$ cat src/rtl/lenet_pkg.sv
// rtl/lenet_pkg.sv - shared LeNet5 datapath constants and elaboration helpers
package lenet_pkg;

    localparam int DEFAULT_DATA_WIDTH = 32;

    // Number of bits needed to encode values 0 .. n-1 (minimum 0 for n <= 1)
    function automatic int clog2(input int n);
        int r;
        r = 0;
        while ((1 << r) < n) begin
            r = r + 1;
        end
        return r;
    endfunction

endpackage

$ cat src/rtl/pipe_reg_stage.sv
// rtl/pipe_reg_stage.sv - one valid+data stage of the elastic pipeline register chain
module pipe_reg_stage
    import lenet_pkg::*;
#(
    parameter int DATA_WIDTH = DEFAULT_DATA_WIDTH
) (
    input  logic                  clk,
    input  logic                  reset,
    input  logic                  i_flush,
    input  logic                  i_load,
    input  logic                  i_valid,
    input  logic [DATA_WIDTH-1:0] i_data,
    output logic                  o_valid,
    output logic [DATA_WIDTH-1:0] o_data
);

    logic                  r_valid;
    logic [DATA_WIDTH-1:0] r_data;

    // i_load is this stage's ready; data only moves with a real word so bubbles never toggle it
    always_ff @(posedge clk) begin
        if (reset) begin
            r_valid <= 1'b0;
            r_data  <= '0;
        end else if (i_flush) begin
            r_valid <= 1'b0;
        end else if (i_load) begin
            r_valid <= i_valid;
            if (i_valid) begin
                r_data <= i_data;
            end
        end
    end

    assign o_valid = r_valid;
    assign o_data  = r_data;

endmodule

$ cat src/rtl/pipe_register_chain.sv
// rtl/pipe_register_chain.sv - DEPTH-stage elastic valid/ready register chain; PIPE_REG_OCC_EN adds occupancy port
module pipe_register_chain
    import lenet_pkg::*;
#(
    parameter int DATA_WIDTH = DEFAULT_DATA_WIDTH,
    parameter int DEPTH      = 2
) (
    input  logic                  clk,
    input  logic                  reset,
    input  logic                  Enable,
    input  logic                  flush,
    input  logic                  in_valid,
    input  logic [DATA_WIDTH-1:0] in_data,
    output logic                  in_ready,
    output logic                  out_valid,
    output logic [DATA_WIDTH-1:0] out_data,
    input  logic                  out_ready
`ifdef PIPE_REG_OCC_EN
    ,
    output logic [clog2(DEPTH+1)-1:0] occupancy
`endif
);

    logic                  w_valid [DEPTH];
    logic [DATA_WIDTH-1:0] w_data  [DEPTH];
    logic [DEPTH:0]        w_ready;

    // Ready ripples back from the sink through every stage; this is the chain's critical path.
    // An empty stage is ready even when everything below it is stalled, which collapses bubbles.
    always_comb begin
        w_ready        = '0;
        w_ready[DEPTH] = out_ready;
        for (int i = DEPTH - 1; i >= 0; i--) begin
            w_ready[i] = Enable & (~w_valid[i] | w_ready[i+1]);
        end
    end

    genvar g;
    generate
        for (g = 0; g < DEPTH; g++) begin : g_stage
            logic                  w_up_valid;
            logic [DATA_WIDTH-1:0] w_up_data;

            if (g == 0) begin : g_head
                assign w_up_valid = in_valid;
                assign w_up_data  = in_data;
            end else begin : g_body
                assign w_up_valid = w_valid[g-1];
                assign w_up_data  = w_data[g-1];
            end

            pipe_reg_stage #(
                .DATA_WIDTH(DATA_WIDTH)
            ) u_stage (
                .clk    (clk),
                .reset  (reset),
                .i_flush(flush),
                .i_load (w_ready[g]),
                .i_valid(w_up_valid),
                .i_data (w_up_data),
                .o_valid(w_valid[g]),
                .o_data (w_data[g])
            );
        end
    endgenerate

    assign in_ready  = w_ready[0] & ~reset;
    assign out_valid = w_valid[DEPTH-1];
    assign out_data  = w_data[DEPTH-1];

`ifdef PIPE_REG_OCC_EN
    localparam int OCC_W = clog2(DEPTH + 1);

    logic [OCC_W-1:0] r_occ;
    logic             w_push;
    logic             w_pop;

    // A pop only counts while enabled; internal bubble moves never change the count
    assign w_push = in_valid & in_ready;
    assign w_pop  = w_valid[DEPTH-1] & w_ready[DEPTH] & Enable;

    // Running count of valid stages, updated on the same edge the stages move
    always_ff @(posedge clk) begin
        if (reset || flush) begin
            r_occ <= '0;
        end else begin
            r_occ <= r_occ + OCC_W'(w_push) - OCC_W'(w_pop);
        end
    end

    assign occupancy = r_occ;
`endif

endmodule

$ cat config.mk
export PLATFORM = sky130hd
export DESIGN_NAME = pipe_register_chain
export DESIGN_NICKNAME = d
export VERILOG_FILES = /design/src/rtl/lenet_pkg.sv /design/src/rtl/pipe_reg_stage.sv /design/src/rtl/pipe_register_chain.sv
export SDC_FILE = /design/constraint.sdc
export NUM_CORES = 1
export LEC_CHECK = 0
export CAP_MARGIN = 25
export CORE_MARGIN = 2
export CORE_UTILIZATION = 52
export DETAILED_ROUTE_END_ITERATION = 10
export PLACE_DENSITY = 0.85
export SLEW_MARGIN = 15
export SYNTH_ARGS = -nofsm -noshare
export SYNTH_HDL_FRONTEND = slang
export SYNTH_SLANG_ARGS = --single-unit
$ cat constraint.sdc
create_clock -name clk -period 2.8 [get_ports clk]
set_clock_uncertainty 0.05 [all_clocks]
set_input_delay 0.56 -clock clk [delete_from_list [all_inputs] [get_ports clk]]
set_output_delay 0.56 -clock clk [all_outputs]
set_load 0.005 [all_outputs]
======== After elaboration in Yosys (flattened, before gate mapping) ========
Index checks and enable logic that the tools add are counted.
storage, ports and cells
  register bits after elaboration ......... 66
  input bits .............................. 38
  output and inout port bits .............. 34
  logic and storage cells ................. 16
operators by class
  bitwise gates (word level) .............. 9
  reductions and logical operators ........ 3
operator list
  kind                 number
  AND reduction 3 bit  2
  inverter 1 bit       4
  bitwise AND 1 bit    3
  OR 1 bit             2
  OR reduction 2 bit   1

======== Logic depth before layout (Yosys ltp) ========
Gate-level depths: netlist of the first run.
  depth in word-level cells ............... 6
  mapped depth ............................ 5
  depth with buffers taken out ............ 3

======== Modules after synthesis ========
A second synthesis of the first run with hierarchy kept.
second synthesis, totals
  cell total of the unflattened synthesis .. 291
  area, all modules ....................... 3041.7 um2
by module, submodules not included
  module               instances  cells an instance  area an instance (um2)  seq. area each (um2)
  pipe_reg_stage       2          143                1503.9                  660.6
  pipe_register_chain  1          5                  33.8                    0.0

======== Worst setup path after synthesis of the first run ========
Ideal clock, no wire load.
  path kind ............................... input-to-output
  start ................................... in reset
  end ..................................... out in_ready
  arrival ................................. 1096 ps
  required time ........................... 2190 ps
  setup slack ............................. 1094 ps
  stages on the path ...................... 3
  buffers on the path ..................... 2
  path through ............................ clkbuf_1 clkbuf_1 nor3_1
between the ends
  longest elaborated chain between the ends .. 2
ends and longest elaborated chain
  item               line                       RTL
  start, declared    pipe_register_chain.sv:9   input logic reset,
  inverter 1 bit     pipe_register_chain.sv:67  assign in_ready = w_ready[0] & ~reset;
  bitwise AND 1 bit  pipe_register_chain.sv:67
  end, declared      pipe_register_chain.sv:14  output logic in_ready,
Every way passes these cells.

======== Final worst setup path of the first run ========
  start ................................... in out_ready
  end ..................................... out in_ready
between the ends
  longest elaborated chain between the ends .. 5
ends and longest elaborated chain
  item               line                       RTL
  start, declared    pipe_register_chain.sv:17  input logic out_ready
  OR 1 bit           pipe_register_chain.sv:34  w_ready[i] = Enable & (~w_valid[i] | w_ready[i+1]);
  bitwise AND 1 bit  pipe_register_chain.sv:34
  OR 1 bit           pipe_register_chain.sv:34
  bitwise AND 1 bit  pipe_register_chain.sv:34
  bitwise AND 1 bit  pipe_register_chain.sv:67
Every way passes these cells.

==> impl_metrics.py, run 1 <==
metrics = {
    "run_status": {
        "run_status": "completed",
    },
    "synthesis": {
        "yosys-top-cells-area": "dfxtp_1 (48%), mux2i_1 (23%), nand2b_1 (22%), clkbuf_1 (1.5%), buf_4 (1.1%)",
        "synth_top_cell_area_share_pct": 47.89,
        "async_flop_share_pct": 0,
        "synth_area_sq_um": 2759,
        "synthFlopType": "dfxtp_1",
        "ys_types": 20,
        "yosysMostFrequentCell": "nand2b_1",
        "ys_ff_latch": 66,
        "netlist_instances": 258,
        "ys_warn_count": 0,
        "synth_fp_nets": 296,
        "synth_area_per_cell_sq_um": 10.69,
        "synth_largest_area_cell": "dfxtp_1",
        "yosys-top-cells-count": "nand2b_1 (96), dfxtp_1 (66), mux2i_1 (64)",
        "synth-seq-area-share_pct": 47.89,
        "synth_edf_count": 0,
    },
    "min_path": {
        "min_from": "g_stage[1].u_stage.o_data[1]",
        "hp-class": "reg -> reg",
    },
    "power": {
        "p_total_mw": 1.857,
        "leakagePower_nw": 1.357,
        "irDropWorstVdd_v": 0.0003531,
        "p_per_area_nw_per_um2": 505.1,
    },
    "drt": {
        "dr.pass1.iters": 4,
        "wl_um": 4939,
        "routedWlPerCell_um": 12.38,
        "post-route-drc-count": 0,
        "vias": 1917,
        "viasPerCell": 4.805,
        "drt-initial-drc-count": 49,
        "drtAntennaViolNets": 0,
    },
    "finish": {
        "finalNetCount": 363,
        "utilization_pct": 72.00,
        "postLayoutCellArea_sq_um": 3677,
        "num-fill-cells": 432,
        "area_delta_synth_final_pct": 33.29,
        "num_antenna_cells": 0,
        "seq_area_sq_um": 1321,
        "multi_input_area_sq_um": 1335,
        "drive_above_1_share_pct": 6.383,
    },
    "timing": {
        "fin_crit_sh_pct": 91.17,
        "hold_viol_final": 0,
        "fin_tns_setup_ns": 0,
        "max_freq_mhz": 391.7,
        "setup_viol": 0,
        "tightest_slew_ns": 0.6518,
        "rsz0062_at_grt": "false",
        "final.min_clock_period_ns": 2.553,
        "fin_ws_ns": 0.2473,
        "slew-limit-headroom_pct": 56.55,
        "slew_viol_final": 0,
    },
    "grt": {
        "antenna_found_initial": 0,
        "overflow": 0,
        "grt_max_degree": 99,
        "grtUsageMet3_pct": 4.000,
        "gr-usage-met2_pct": 30.79,
        "use_met1_pct": 21.95,
        "grtUsageTotal_pct": 18.58,
        "grt_pass1_wl_um": 8645,
        "grt-busiest-layer": "met2",
        "grt_pass1_vias": 1924,
    },
    "critical_path": {
        "cp_max_fo": 3,
        "r2r-start": "g_stage[0].u_stage.o_valid",
        "critPathKind": "in -> out",
        "startpoint": "out_ready",
        "worst_setup_path_start_kind": "input port",
        "required_ns": 2.19,
        "critPathArrivalTime_ns": 1.94,
        "end_kind": "primary output",
    },
    "floorplanning": {
        "die-width_um": 76.84,
        "io_pins": 72,
        "dieHeight_um": 76.84,
        "core_area_sq_um": 5107,
        "start_util_pct": 54.02,
        "rows": 26,
        "die_area_sq_um": 5904,
    },
    "clocking": {
        "clockRootBuffer": "clkbuf_8",
        "numCtsBuffers": 9,
        "cts_hold_buf": 0,
        "clock_latency_ns": 0.32,
        "cts_tree": "yes",
        "post_cts.repair.setup_buffers": 0,
        "clock-sinks": 66,
        "clock_path_buffers": 2,
        "h-tree-depth": 3,
        "cts.clk_slew.worst_paths_ns": 0.06,
        "cts_resized": 0,
    },
    "placed_design": {
        "placed_area_sq_um": 3492,
        "dp_slack_ns": 0.2487,
        "port_buffers": 71,
        "dp_hpwl_um": 3216,
        "gp_congestion": 0.7030,
    },
    "run": {
        "drv_cap": 0,
    },
}
-- placed cells by master, fill, tap and decap left out, types with 2 or more instances in the layout --
| cell | instances |
|---|---|
| buf_4 | 2 |
| clkbuf_8 | 10 |
| clkinv_2 | 2 |
| clkdlybuf4s50_1 | 70 |
| nand2_1 | 2 |
| mux2i_1 | 64 |
| clkbuf_1 | 2 |
| nor3_1 | 2 |
| dfxtp_1 | 66 |
| nand2b_1 | 96 |
-- critical path: stages --
cell,delay (ns)
clkdlybuf4s50_1,0.48
and3b_1,0.22
nor3_1,0.15
clkdlybuf4s50_1,0.54
-- cell families after synthesis --
group	Yosys count	synth area share, %
mux	64	23.22
flops	66	47.89
compound gates	3	0.7257
simple gates	105	23.99
buf+inv	20	4.172
-- power by group --
| group | total, mW | switching, mW | internal [mW] |
|---|---|---|---|
| Clock | 0.750 | 0.322 | 0.428 |
| Combinational | 0.146 | 0.0529 | 0.0933 |
| Sequential | 0.961 | 0.00488 | 0.956 |
-- sequential cells by signal (all words and copies together), names as in the netlist --
register	cells
g_stage.u_stage.o_valid	2
g_stage.u_stage.o_data	64
-- cell type report --
class / count / area share [%]
Clock inverter: 3 / 1.089
Clock buffer: 12 / 3.947
Timing Repair Buffer: 74 / 20.14
Tap cell: 70 / 2.382
Inverter: 2 / 0.2042
Multi-Input combinational cell: 172 / 36.30
Sequential cell: 66 / 35.93
-- through the flow --
step | cells | hold WS [ns]
after floorplan | 258 | 0.4076
after global placement | 384 | 0.4081
after detailed placement | 384 | 0.4117
after CTS | 399 | 0.4246
after global routing | 399 | 0.4455
final | 399 | 0.4208
-- metal layers --
layer	vias to the layer above	share of wire (%)
met5	-	0
met4	0	2.8
met3	10	3.2
met2	41	48
met1	889	46
li1	977	-
-- worst paths after layout --
kind,endpoint,slack (ns),cells after the start
worst max-delay path,in_ready,0.25,4
worst min-delay path,g_stage[1].u_stage.o_data[1],0.42,2
worst max register to register,g_stage[1].u_stage.o_data[19],1.32,3
worst min register to register,g_stage[1].u_stage.o_data[1],0.42,2
Note: power is estimated with default switching activity, not from simulation.
==> run 2, diff against run 1 <==
Settings changed: CORE_UTILIZATION 52 to 48.
Clock period 2.8 ns to 2.4 ns, I/O delays scaled along.
==> impl_metrics.py, run 2 (synthesis results as in run 1) <==
metrics = {
    "critical_path": {
        "critPathArrivalTime_ns": 1.46,
        "worst_setup_path_start_kind": "input port",
        "r2r_cells": 5,
        "end_kind": "primary output",
        "critPathKind": "in -> out",
        "worst-path-buf-inv": 2,
        "crit_chain": "clkdlybuf4s50_1 > and3b_1 > nor3_1 > dlymetal6s2s_1",
        "reg2reg_to": "g_stage[0].u_stage.o_data[0]",
        "r2r-start": "g_stage[1].u_stage.o_valid",
        "required_ns": 1.87,
        "cpMaxStageDelayCell": "clkdlybuf4s50_1",
        "crit_family": "buffers and inverters",
        "reg2reg_slack_ns": 0.91,
        "max_stage_delay_ns": 0.48,
        "cp_max_fo": 3,
    },
    "min_path": {
        "hp-class": "reg -> reg",
        "hold_end": "g_stage[1].u_stage.o_data[27]",
        "min_path_cells": 2,
        "min_from": "g_stage[1].u_stage.o_data[27]",
    },
    "grt": {
        "grt_pass1_wl_um": 8355,
        "grtUsageMet3_pct": 4.299,
        "use_met1_pct": 19.69,
        "gr-usage-met2_pct": 28.32,
        "grt-busiest-layer": "met2",
        "overflow": 0,
        "grtUsageTotal_pct": 16.81,
        "antenna_found_initial": 0,
        "grt_max_degree": 99,
        "grt_pass1_vias": 1920,
    },
    "finish": {
        "finalNetCount": 364,
        "postLayoutCellArea_sq_um": 3687,
        "num_antenna_cells": 0,
        "drive_above_1_share_pct": 6.949,
        "final_common_cell": "nand2b_1",
        "area_delta_synth_final_pct": 33.65,
        "largest_reg_flops": 64,
        "layout_common_cells": "nand2b_1 (96), clkdlybuf4s50_1 (69), dfxtp_1 (66)",
    },
    "floorplanning": {
        "core_area_sq_um": 5540,
        "start_util_pct": 49.80,
        "dieHeight_um": 79.82,
        "rows": 27,
        "die-width_um": 79.82,
        "io_pins": 72,
        "die_area_sq_um": 6370,
    },
    "timing": {
        "fin_tns_setup_ns": 0,
        "final.min_clock_period_ns": 1.993,
        "setup_viol": 0,
        "rsz0062_at_grt": "false",
        "hold_viol_final": 0,
        "fin_crit_sh_pct": 83.06,
        "max_freq_mhz": 501.6,
        "slew-limit-headroom_pct": 57.22,
        "tightest_slew_ns": 0.6417,
        "slew_viol_final": 0,
    },
    "clocking": {
        "clock_path_buffers": 2,
        "cts.clk_slew.worst_paths_ns": 0.06,
        "clock-sinks": 66,
        "clockRootBuffer": "clkbuf_8",
        "clock_latency_ns": 0.32,
        "numCtsBuffers": 9,
        "h-tree-depth": 3,
        "cts_tree": "yes",
        "cts_hold_buf": 0,
    },
    "drt": {
        "vias": 1938,
        "post-route-drc-count": 0,
        "dr.pass1.iters": 4,
        "wl_um": 4990,
        "drt-initial-drc-count": 72,
        "viasPerCell": 4.809,
        "routedWlPerCell_um": 12.38,
        "drtAntennaViolNets": 0,
    },
    "power": {
        "p_per_area_nw_per_um2": 575.8,
        "leakagePower_nw": 1.376,
        "irDropWorstVdd_v": 0.0003545,
    },
    "placed_design": {
        "dp_hpwl_um": 3375,
        "placed_area_sq_um": 3502,
        "gp_congestion": 0.7237,
        "port_buffers": 71,
    },
    "run_status": {
        "run_status": "completed",
    },
    "run": {
        "drv_cap": 0,
    },
}
[run 2: cell types whose count changed in the layout (fill, tap and decap cells not counted)]
cell | previous run | this run
clkdlybuf4s50_1 | 70 | 69
buf_4 | 2 | 3
bufinv_16 | 1 | 0
dlymetal6s2s_1 | 0 | 1
clkbuf_8 | 10 | 12
[run 2: worst reg2reg max path: cells and delay by family (launching register included)]
kind,cells,cell delay [ns]
and+or+nand+nor,2,0.39
buffers and inverters,2,0.42
DFF,1,0.33
muxes,1,0.24
[run 2: what timing repair did]
item / 4_1_cts / 5_1_grt
endpoints found under the setup margin: 0 / 1
setup buffers: 0 / 0
resized for setup: 0 / 1
[run 2: final cells by class]
cell class | instances | area (sq um)
well taps | 72 | 90.09
fillers | 478 | 1853
multi-input cells | 172 | 1335
repair buffers | 75 | 750.7
clock buffers | 14 | 172.7
inverters | 2 | 7.507
clock inverters | 2 | 10.01
flip-flops and latches | 66 | 1321
[run 2: metal layers]
layer,vias to the layer above,routed length [um]
met1,898,2264
li1,987,-
met3,9,232
met5,-,0
met4,0,101
met2,44,2392
[run 2: power by group]
part           total, mW  leakage [nW]  internal [mW]  switching, mW
clock network      0.831        0.0965          0.457          0.374
registers           1.12         0.534           1.12        0.00549
logic              0.171         0.746          0.109         0.0625
total               2.12          1.38           1.68          0.442
[run 2: worst max path at each step]
stage | start | to | slack (ns) | cells past startpoint
5_1_grt | out_ready | in_ready | 0.34 | 4
4_1_cts | out_ready | in_ready | 0.002 | 4
3_5_place_dp | out_ready | in_ready | 0.02 | 4
6_report | out_ready | in_ready | 0.41 | 4
2_1_floorplan | out_ready | g_stage[1].u_stage.o_data[20] | 0.79 | 5
3_3_place_gp | out_ready | in_ready | 0.05 | 4
[run 2: through the flow]
step                cells  hold WS [ns]  power (mW)  setup WS (ns)  utilization, %
floorplan             258        0.4076       1.237         0.7904               -
global placement      387        0.4106       1.316        0.05360           63.21
detailed placement    387        0.4179       1.319        0.02014           63.21
CTS                   403        0.4292       2.155       0.001589           66.51
global route          403        0.4442       2.218         0.3399           66.55
finish                403        0.4249       2.123         0.4065           66.55
